**src/rtl/mips_pkg.sv**
```systemverilog
// MIPS instruction field layout and opcode constants shared by fetch, queue and control.
package mips_pkg;

  localparam int INSTR_W    = 32;

  localparam int OPCODE_MSB = 31;
  localparam int OPCODE_LSB = 26;
  localparam int RS_MSB     = 25;
  localparam int RS_LSB     = 21;
  localparam int RT_MSB     = 20;
  localparam int RT_LSB     = 16;
  localparam int RD_MSB     = 15;
  localparam int RD_LSB     = 11;
  localparam int SHAMT_MSB  = 10;
  localparam int SHAMT_LSB  = 6;
  localparam int FUNCT_MSB  = 5;
  localparam int FUNCT_LSB  = 0;
  localparam int IMM_MSB    = 15;
  localparam int IMM_LSB    = 0;
  localparam int JT_MSB     = 25;
  localparam int JT_LSB     = 0;

  localparam int OPCODE_W   = OPCODE_MSB - OPCODE_LSB + 1;
  localparam int REG_W      = RS_MSB - RS_LSB + 1;
  localparam int SHAMT_W    = SHAMT_MSB - SHAMT_LSB + 1;
  localparam int FUNCT_W    = FUNCT_MSB - FUNCT_LSB + 1;
  localparam int IMM_W      = IMM_MSB - IMM_LSB + 1;
  localparam int JT_W       = JT_MSB - JT_LSB + 1;

  typedef enum logic [OPCODE_W-1:0] {
    OP_RTYPE = 6'h00,
    OP_J     = 6'h02,
    OP_JAL   = 6'h03,
    OP_BEQ   = 6'h04,
    OP_LW    = 6'h23,
    OP_SW    = 6'h2B
  } opcode_e;

  function automatic logic [INSTR_W-1:0] sext_imm(input logic [IMM_W-1:0] imm);
    return {{(INSTR_W-IMM_W){imm[IMM_W-1]}}, imm};
  endfunction

endpackage

```
**src/rtl/instr_queue_if.sv**
```systemverilog
// Fetch-side push, consumer-side pop and decoded head fields of the instruction queue.
interface instr_queue_if
  import mips_pkg::*;
#(
  parameter int DATA_W = 32,
  parameter int PC_W   = 32,
  parameter int DEPTH  = 4
);
  localparam int CNT_W = $clog2(DEPTH + 1);

  logic                flush;
  logic                in_valid;
  logic                in_ready;
  logic [DATA_W-1:0]   in_instr;
  logic [PC_W-1:0]     in_pc;
  logic                out_valid;
  logic                out_ready;
  logic [DATA_W-1:0]   out_instr;
  logic [PC_W-1:0]     out_pc;
  logic [OPCODE_W-1:0] opcode;
  logic [REG_W-1:0]    rs;
  logic [REG_W-1:0]    rt;
  logic [REG_W-1:0]    rd;
  logic [SHAMT_W-1:0]  shamt;
  logic [FUNCT_W-1:0]  funct;
  logic [IMM_W-1:0]    imm;
  logic [INSTR_W-1:0]  imm_sext;
  logic [JT_W-1:0]     jump_target;
  logic [CNT_W-1:0]    count;

  modport master (
    output flush, in_valid, in_instr, in_pc, out_ready,
    input  in_ready, out_valid, out_instr, out_pc, opcode, rs, rt, rd, shamt, funct,
           imm, imm_sext, jump_target, count
  );

  modport slave (
    input  flush, in_valid, in_instr, in_pc, out_ready,
    output in_ready, out_valid, out_instr, out_pc, opcode, rs, rt, rd, shamt, funct,
           imm, imm_sext, jump_target, count
  );
endinterface

```
**src/rtl/instr_field_decode.sv**
```systemverilog
// Combinational MIPS R/I/J field slicer with sign-extended immediate; zero latency.
module instr_field_decode
  import mips_pkg::*;
(
  input  logic [INSTR_W-1:0]  instr,
  output logic [OPCODE_W-1:0] opcode,
  output logic [REG_W-1:0]    rs,
  output logic [REG_W-1:0]    rt,
  output logic [REG_W-1:0]    rd,
  output logic [SHAMT_W-1:0]  shamt,
  output logic [FUNCT_W-1:0]  funct,
  output logic [IMM_W-1:0]    imm,
  output logic [INSTR_W-1:0]  imm_sext,
  output logic [JT_W-1:0]     jump_target
);

  assign opcode      = instr[OPCODE_MSB:OPCODE_LSB];
  assign rs          = instr[RS_MSB:RS_LSB];
  assign rt          = instr[RT_MSB:RT_LSB];
  assign rd          = instr[RD_MSB:RD_LSB];
  assign shamt       = instr[SHAMT_MSB:SHAMT_LSB];
  assign funct       = instr[FUNCT_MSB:FUNCT_LSB];
  assign imm         = instr[IMM_MSB:IMM_LSB];
  assign imm_sext    = sext_imm(instr[IMM_MSB:IMM_LSB]);
  assign jump_target = instr[JT_MSB:JT_LSB];

endmodule

```
**src/rtl/instr_queue.sv**
```systemverilog
// DEPTH-entry instruction/PC FIFO between fetch and decode; 1-cycle push-to-head latency, no bypass.
// in_ready drops when full (registered count only, no pass-through); flush beats push/pop.
module instr_queue
  import mips_pkg::*;
#(
  parameter int DATA_W = 32,
  parameter int DEPTH  = 4,
  parameter int PC_W   = 32
)
(
  input logic           clock,
  input logic           reset,
  instr_queue_if.slave  q
);

  localparam int PTR_W = $clog2(DEPTH);
  localparam int CNT_W = $clog2(DEPTH + 1);

  typedef struct packed {
    logic [PC_W-1:0]   pc;
    logic [DATA_W-1:0] instr;
  } entry_t;

  entry_t           mem_q [DEPTH];
  entry_t           mem_d [DEPTH];
  logic [PTR_W-1:0] wr_ptr_q, wr_ptr_d;
  logic [PTR_W-1:0] rd_ptr_q, rd_ptr_d;
  logic [CNT_W-1:0] count_q, count_d;
  logic             push, pop;
  entry_t           head;

  assign q.in_ready  = (count_q != CNT_W'(DEPTH));
  assign q.out_valid = (count_q != '0);
  assign push        = q.in_valid & q.in_ready;
  assign pop         = q.out_valid & q.out_ready;

  always_comb begin
    mem_d    = mem_q;
    wr_ptr_d = wr_ptr_q;
    rd_ptr_d = rd_ptr_q;
    count_d  = count_q;
    if (q.flush) begin
      wr_ptr_d = '0;
      rd_ptr_d = '0;
      count_d  = '0;
    end else begin
      if (push) begin
        mem_d[wr_ptr_q] = '{pc: q.in_pc, instr: q.in_instr};
        wr_ptr_d        = wr_ptr_q + PTR_W'(1);
      end
      if (pop) begin
        rd_ptr_d = rd_ptr_q + PTR_W'(1);
      end
      case ({push, pop})
        2'b10:   count_d = count_q + CNT_W'(1);
        2'b01:   count_d = count_q - CNT_W'(1);
        default: count_d = count_q;
      endcase
    end
  end

  always_ff @(posedge clock) begin
    if (reset) begin
      wr_ptr_q <= '0;
      rd_ptr_q <= '0;
      count_q  <= '0;
    end else begin
      wr_ptr_q <= wr_ptr_d;
      rd_ptr_q <= rd_ptr_d;
      count_q  <= count_d;
    end
  end

  // Storage carries no reset; empty-queue outputs are masked below instead.
  always_ff @(posedge clock) begin
    mem_q <= mem_d;
  end

  assign head        = q.out_valid ? mem_q[rd_ptr_q] : '0;
  assign q.out_instr = head.instr;
  assign q.out_pc    = head.pc;
  assign q.count     = count_q;

  instr_field_decode u_decode (
    .instr       (head.instr),
    .opcode      (q.opcode),
    .rs          (q.rs),
    .rt          (q.rt),
    .rd          (q.rd),
    .shamt       (q.shamt),
    .funct       (q.funct),
    .imm         (q.imm),
    .imm_sext    (q.imm_sext),
    .jump_target (q.jump_target)
  );

endmodule

```
**src/flat_wrapper.sv**
```systemverilog
// flat-port wrapper written by rule: the top's interface ports become plain ports
module instr_queue_flat import mips_pkg::*;
#(
  parameter int DATA_W = 32,
  parameter int DEPTH  = 4,
  parameter int PC_W   = 32
)
  (clock, reset, q_flush, q_in_valid, q_in_instr, q_in_pc, q_out_ready, q_in_ready, q_out_valid, q_out_instr, q_out_pc, q_opcode, q_rs, q_rt, q_rd, q_shamt, q_funct, q_imm, q_imm_sext, q_jump_target, q_count);
  instr_queue_if #(.DATA_W(DATA_W), .PC_W(PC_W), .DEPTH(DEPTH)) q_i ();
  input logic clock;
  input logic reset;
  input wire logic [$bits(q_i.flush)-1:0] q_flush;
  input wire logic [$bits(q_i.in_valid)-1:0] q_in_valid;
  input wire logic [$bits(q_i.in_instr)-1:0] q_in_instr;
  input wire logic [$bits(q_i.in_pc)-1:0] q_in_pc;
  input wire logic [$bits(q_i.out_ready)-1:0] q_out_ready;
  output wire logic [$bits(q_i.in_ready)-1:0] q_in_ready;
  output wire logic [$bits(q_i.out_valid)-1:0] q_out_valid;
  output wire logic [$bits(q_i.out_instr)-1:0] q_out_instr;
  output wire logic [$bits(q_i.out_pc)-1:0] q_out_pc;
  output wire logic [$bits(q_i.opcode)-1:0] q_opcode;
  output wire logic [$bits(q_i.rs)-1:0] q_rs;
  output wire logic [$bits(q_i.rt)-1:0] q_rt;
  output wire logic [$bits(q_i.rd)-1:0] q_rd;
  output wire logic [$bits(q_i.shamt)-1:0] q_shamt;
  output wire logic [$bits(q_i.funct)-1:0] q_funct;
  output wire logic [$bits(q_i.imm)-1:0] q_imm;
  output wire logic [$bits(q_i.imm_sext)-1:0] q_imm_sext;
  output wire logic [$bits(q_i.jump_target)-1:0] q_jump_target;
  output wire logic [$bits(q_i.count)-1:0] q_count;
  assign q_i.flush = q_flush;
  assign q_i.in_valid = q_in_valid;
  assign q_i.in_instr = q_in_instr;
  assign q_i.in_pc = q_in_pc;
  assign q_i.out_ready = q_out_ready;
  assign q_in_ready = q_i.in_ready;
  assign q_out_valid = q_i.out_valid;
  assign q_out_instr = q_i.out_instr;
  assign q_out_pc = q_i.out_pc;
  assign q_opcode = q_i.opcode;
  assign q_rs = q_i.rs;
  assign q_rt = q_i.rt;
  assign q_rd = q_i.rd;
  assign q_shamt = q_i.shamt;
  assign q_funct = q_i.funct;
  assign q_imm = q_i.imm;
  assign q_imm_sext = q_i.imm_sext;
  assign q_jump_target = q_i.jump_target;
  assign q_count = q_i.count;
  instr_queue #(.DATA_W(DATA_W), .DEPTH(DEPTH), .PC_W(PC_W)) u_core (.clock(clock), .reset(reset), .q(q_i));
endmodule
```
**config.mk**
```make
export PLATFORM = sky130hd
export DESIGN_NAME = instr_queue_flat
export DESIGN_NICKNAME = d
export VERILOG_FILES = /design/src/rtl/mips_pkg.sv /design/src/rtl/instr_queue_if.sv /design/src/rtl/instr_field_decode.sv /design/src/rtl/instr_queue.sv /design/src/flat_wrapper.sv
export SDC_FILE = /design/constraint.sdc
export NUM_CORES = 1
export LEC_CHECK = 0
export CORE_MARGIN = 5
export CORE_UTILIZATION = 49
export CTS_BUF_LIST = sky130_fd_sc_hd__clkbuf_2
export CTS_CLUSTER_SIZE = 12
export DETAILED_ROUTE_END_ITERATION = 10
export GPL_ROUTABILITY_DRIVEN = 0
export PLACE_DENSITY = 0.79
export SYNTH_ARGS = -nofsm -noshare
export SYNTH_HDL_FRONTEND = slang
export SYNTH_HIERARCHICAL = 1
export SYNTH_SLANG_ARGS = --single-unit
export TNS_END_PERCENT = 30
```
**constraint.sdc**
```tcl
create_clock -name clock -period 8.7 [get_ports clock]
set_clock_uncertainty 0.05 [all_clocks]
set_input_delay 1.74 -clock clock [delete_from_list [all_inputs] [get_ports clock]]
set_output_delay 1.74 -clock clock [all_outputs]
set_load 0.01 [all_outputs]
```
==> out/results.txt <==
post-route cell area -> 0.0134 mm²
Ports -> 244
minimum clock period -> 5.53 ns
met2 Use GR -> 0.286
pwr dens -> 183 mW/mm²
Reg2Reg Depth -> 9
most common cell after layout, fill and taps aside -> edfxtp_1
clock sinks -> 263
yosys warns -> 6
Yosys cell types -> 22
share of layout cells above drive strength 1 -> 0.226
sequential area share after synthesis -> 0.719
clk slew on worst S/H paths -> 0.09 ns
Die Footprint -> 0.0253 mm²
grt ovf -> 0
clock insertion delay at the later pin of the skew report -> 0.74 ns
Vias/cell -> 5.12
Fin. Hold Viols -> 0
Clock Tree Root -> clkbuf_2
Synth Area in Simple Gates -> 0.0450
setup bufs post-CTS -> 0
worst hold stages -> 2
die height -> 159 µm
pin count of the biggest net entering global routing -> 66
Static Leak -> 4.39 nW
placed inst area -> 0.0128 mm²
Hold WC Path Type -> flop to flop
setup TNS -> 0 ns
Final HPWL DP -> 13100 µm
Post-Syn Area -> 0.0109 mm²
CP Class -> flop to primary output
hold path startpoint -> u_core/wr_ptr_q[1]
Initial Utilization -> 0.499
fin. max-slew vios -> 0
Tot GR Track Use -> 0.164
# DRC -> 0
Synth Area in XOR/XNOR -> 0.00322
#FFs+latches synth -> 263
Syn Inst Count -> 562
status -> finished clean
vias -> 5522
worst vdd ir -> 123 µV
r2r startpoint -> u_core/q.count[2]
Worst EP arrival -> 3.74 ns
IO Port Bufs -> 243
Post-CTS Resized -> 0
final std cells w/o fill -> 1078
Max Cap Violations -> 0
H-tree depth -> 3
Final setup viols -> 0
Post-CTS Hold Fix Bufs -> 0
R2R Setup Slk -> 6.05 ns
commonest non-fill, non-tap cells in the layout -> 256 x edfxtp_1, 243 x clkdlybuf4s50_1, 92 x clkbuf_2
syn_nets -> 637
average wire per standard cell -> 19.6 µm
area grow syn2layout -> 23.4%
crit path launch type -> flop
Peak Freq -> 0.181 GHz
final core occ -> 0.615
row count -> 54
DP Cell Count -> 967
final WL -> 21100 µm
CP Max Fanout -> 35
final total power -> 2.46 mW
Crit. End Element -> primary output
crit share post-route -> 0.636
Core ar. -> 0.0218 mm²
1st-iter DRT viols -> 271
buffer depth of the longest clock path -> 3
CTS Buf Count -> 66
DRT Pass-1 Iters -> 5
adder-cell share of the synthesized area -> 0.00759
worst hold slack -> 0.506 ns
busiest grt layer -> met2
initial antenna violation count -> 2
vias in the first global route -> 6075
Synth area leader -> edfxtp_1
global-route wire length before repair -> 32900 µm
Avg Inst Size Synth -> 19.4 µm²
Hold Path Sink -> u_core/wr_ptr_q[1]
worst endpoint required time -> 6.91 ns
clock tree from TritonCTS -> done
GR Layer Usage met1 -> 0.188
Least-Margin Pin Slew -> 1.01 ns
Synth top area share -> 0.706
unrepaired setup endpoints after global routing -> false
ANT nets after route -> 0
# fillers -> 1600
Nets -> 830
Die Wd -> 159 µm
top cells by area, synth -> edfxtp_1 71%, mux4_2 13%, buf_4 7.3%, and2_1 3.7%, dfxtp_1 1.3%
met3 Use GR -> 0.0549
Reg2Reg Capture Point -> u_core/q.count[2]
largest family of logic cells by synthesized area -> multiplexers
PnR worst setup slack -> 3.17 ns
post-synthesis mux area share -> 0.132
worst slack at placement -> 3.82 ns
Synth Area in Compound Gates -> 0.00471
slew margin rel. -> 0.330
## layer usage
metal,share of wire,wire length [µm],vias to the layer above
met5,0.00062,13,-
met4,0.014,297,2
met3,0.080,1690,25
met2,0.52,10900,255
met1,0.39,8150,2757
li1,-,-,2483
## worst max-delay path, cell delays in order, from the launching register on
cell and delay [ns]:
dfxtp_4 0.78, buf_4 0.70, mux4_2 0.58, and2_1 0.35
clkdlybuf4s50_1 0.57
## how the worst max path moves through the flow
stage / from / to / slack (ns) / cells after the start
6_report: u_core/rd_ptr_q[0] / q_imm_sext[18] / 3.17 / 4
5_1_grt: u_core/rd_ptr_q[0] / q_imm_sext[18] / 2.73 / 4
2_1_floorplan: q_in_valid / u_core/mem_q[0] / 1.51 / 2
4_1_cts: u_core/rd_ptr_q[0] / q_imm_sext[18] / 2.93 / 4
3_3_place_gp: u_core/rd_ptr_q[0] / q_imm_sext[24] / 3.86 / 4
3_5_place_dp: u_core/rd_ptr_q[0] / q_imm_sext[18] / 3.82 / 4
## final cells by class
class / instances / area, µm² / share of cell area
Multi-Input combinational cell: 163 / 2120 / 0.158
Clock inverter: 18 / 120 / 0.00895
Inverter: 8 / 30.0 / 0.00224
Tap cell: 280 / 350 / 0.0261
Antenna cell: 1 / 2.50 / 0.000186
Timing Repair Buffer: 253 / 2510 / 0.187
Sequential cell: 263 / 7840 / 0.584
Clock buffer: 92 / 460 / 0.0343
## synth_stat cells
library cell and n:
edfxtp_1 256, buf_4 106, and2_1 64, mux4_2 64, clkbuf_1 9, buf_2 8, inv_1 8, dfxtp_1 7
buf_6 5, ha_1 5, nor2_1 5, nor3b_1 5, a21oi_1 4, xor2_1 4, o21ai_0 3, nand3_1 2
or3_1 2, fa_1 1, nand2_1 1, o311ai_0 1, o31ai_1 1, or2_2 1
## sequential cells by signal (all words and copies together), names as in the netlist
register         flops
u_core/mem_q       256
u_core/q.count       3
u_core/rd_ptr_q      2
u_core/wr_ptr_q      2
## report_power, final
part	switching, mW	internal (mW)
combinational	0.106	0.141
sequential	0.00781	1.41
clock	0.449	0.342
## cells by family after synthesis
family,count (synthesis)
compound gates,9
fa+ha+maj,6
flops,263
xor+xnor,4
buf+inv,136
simple gates,80
mux,64
(Power assumes the default switching activity.)
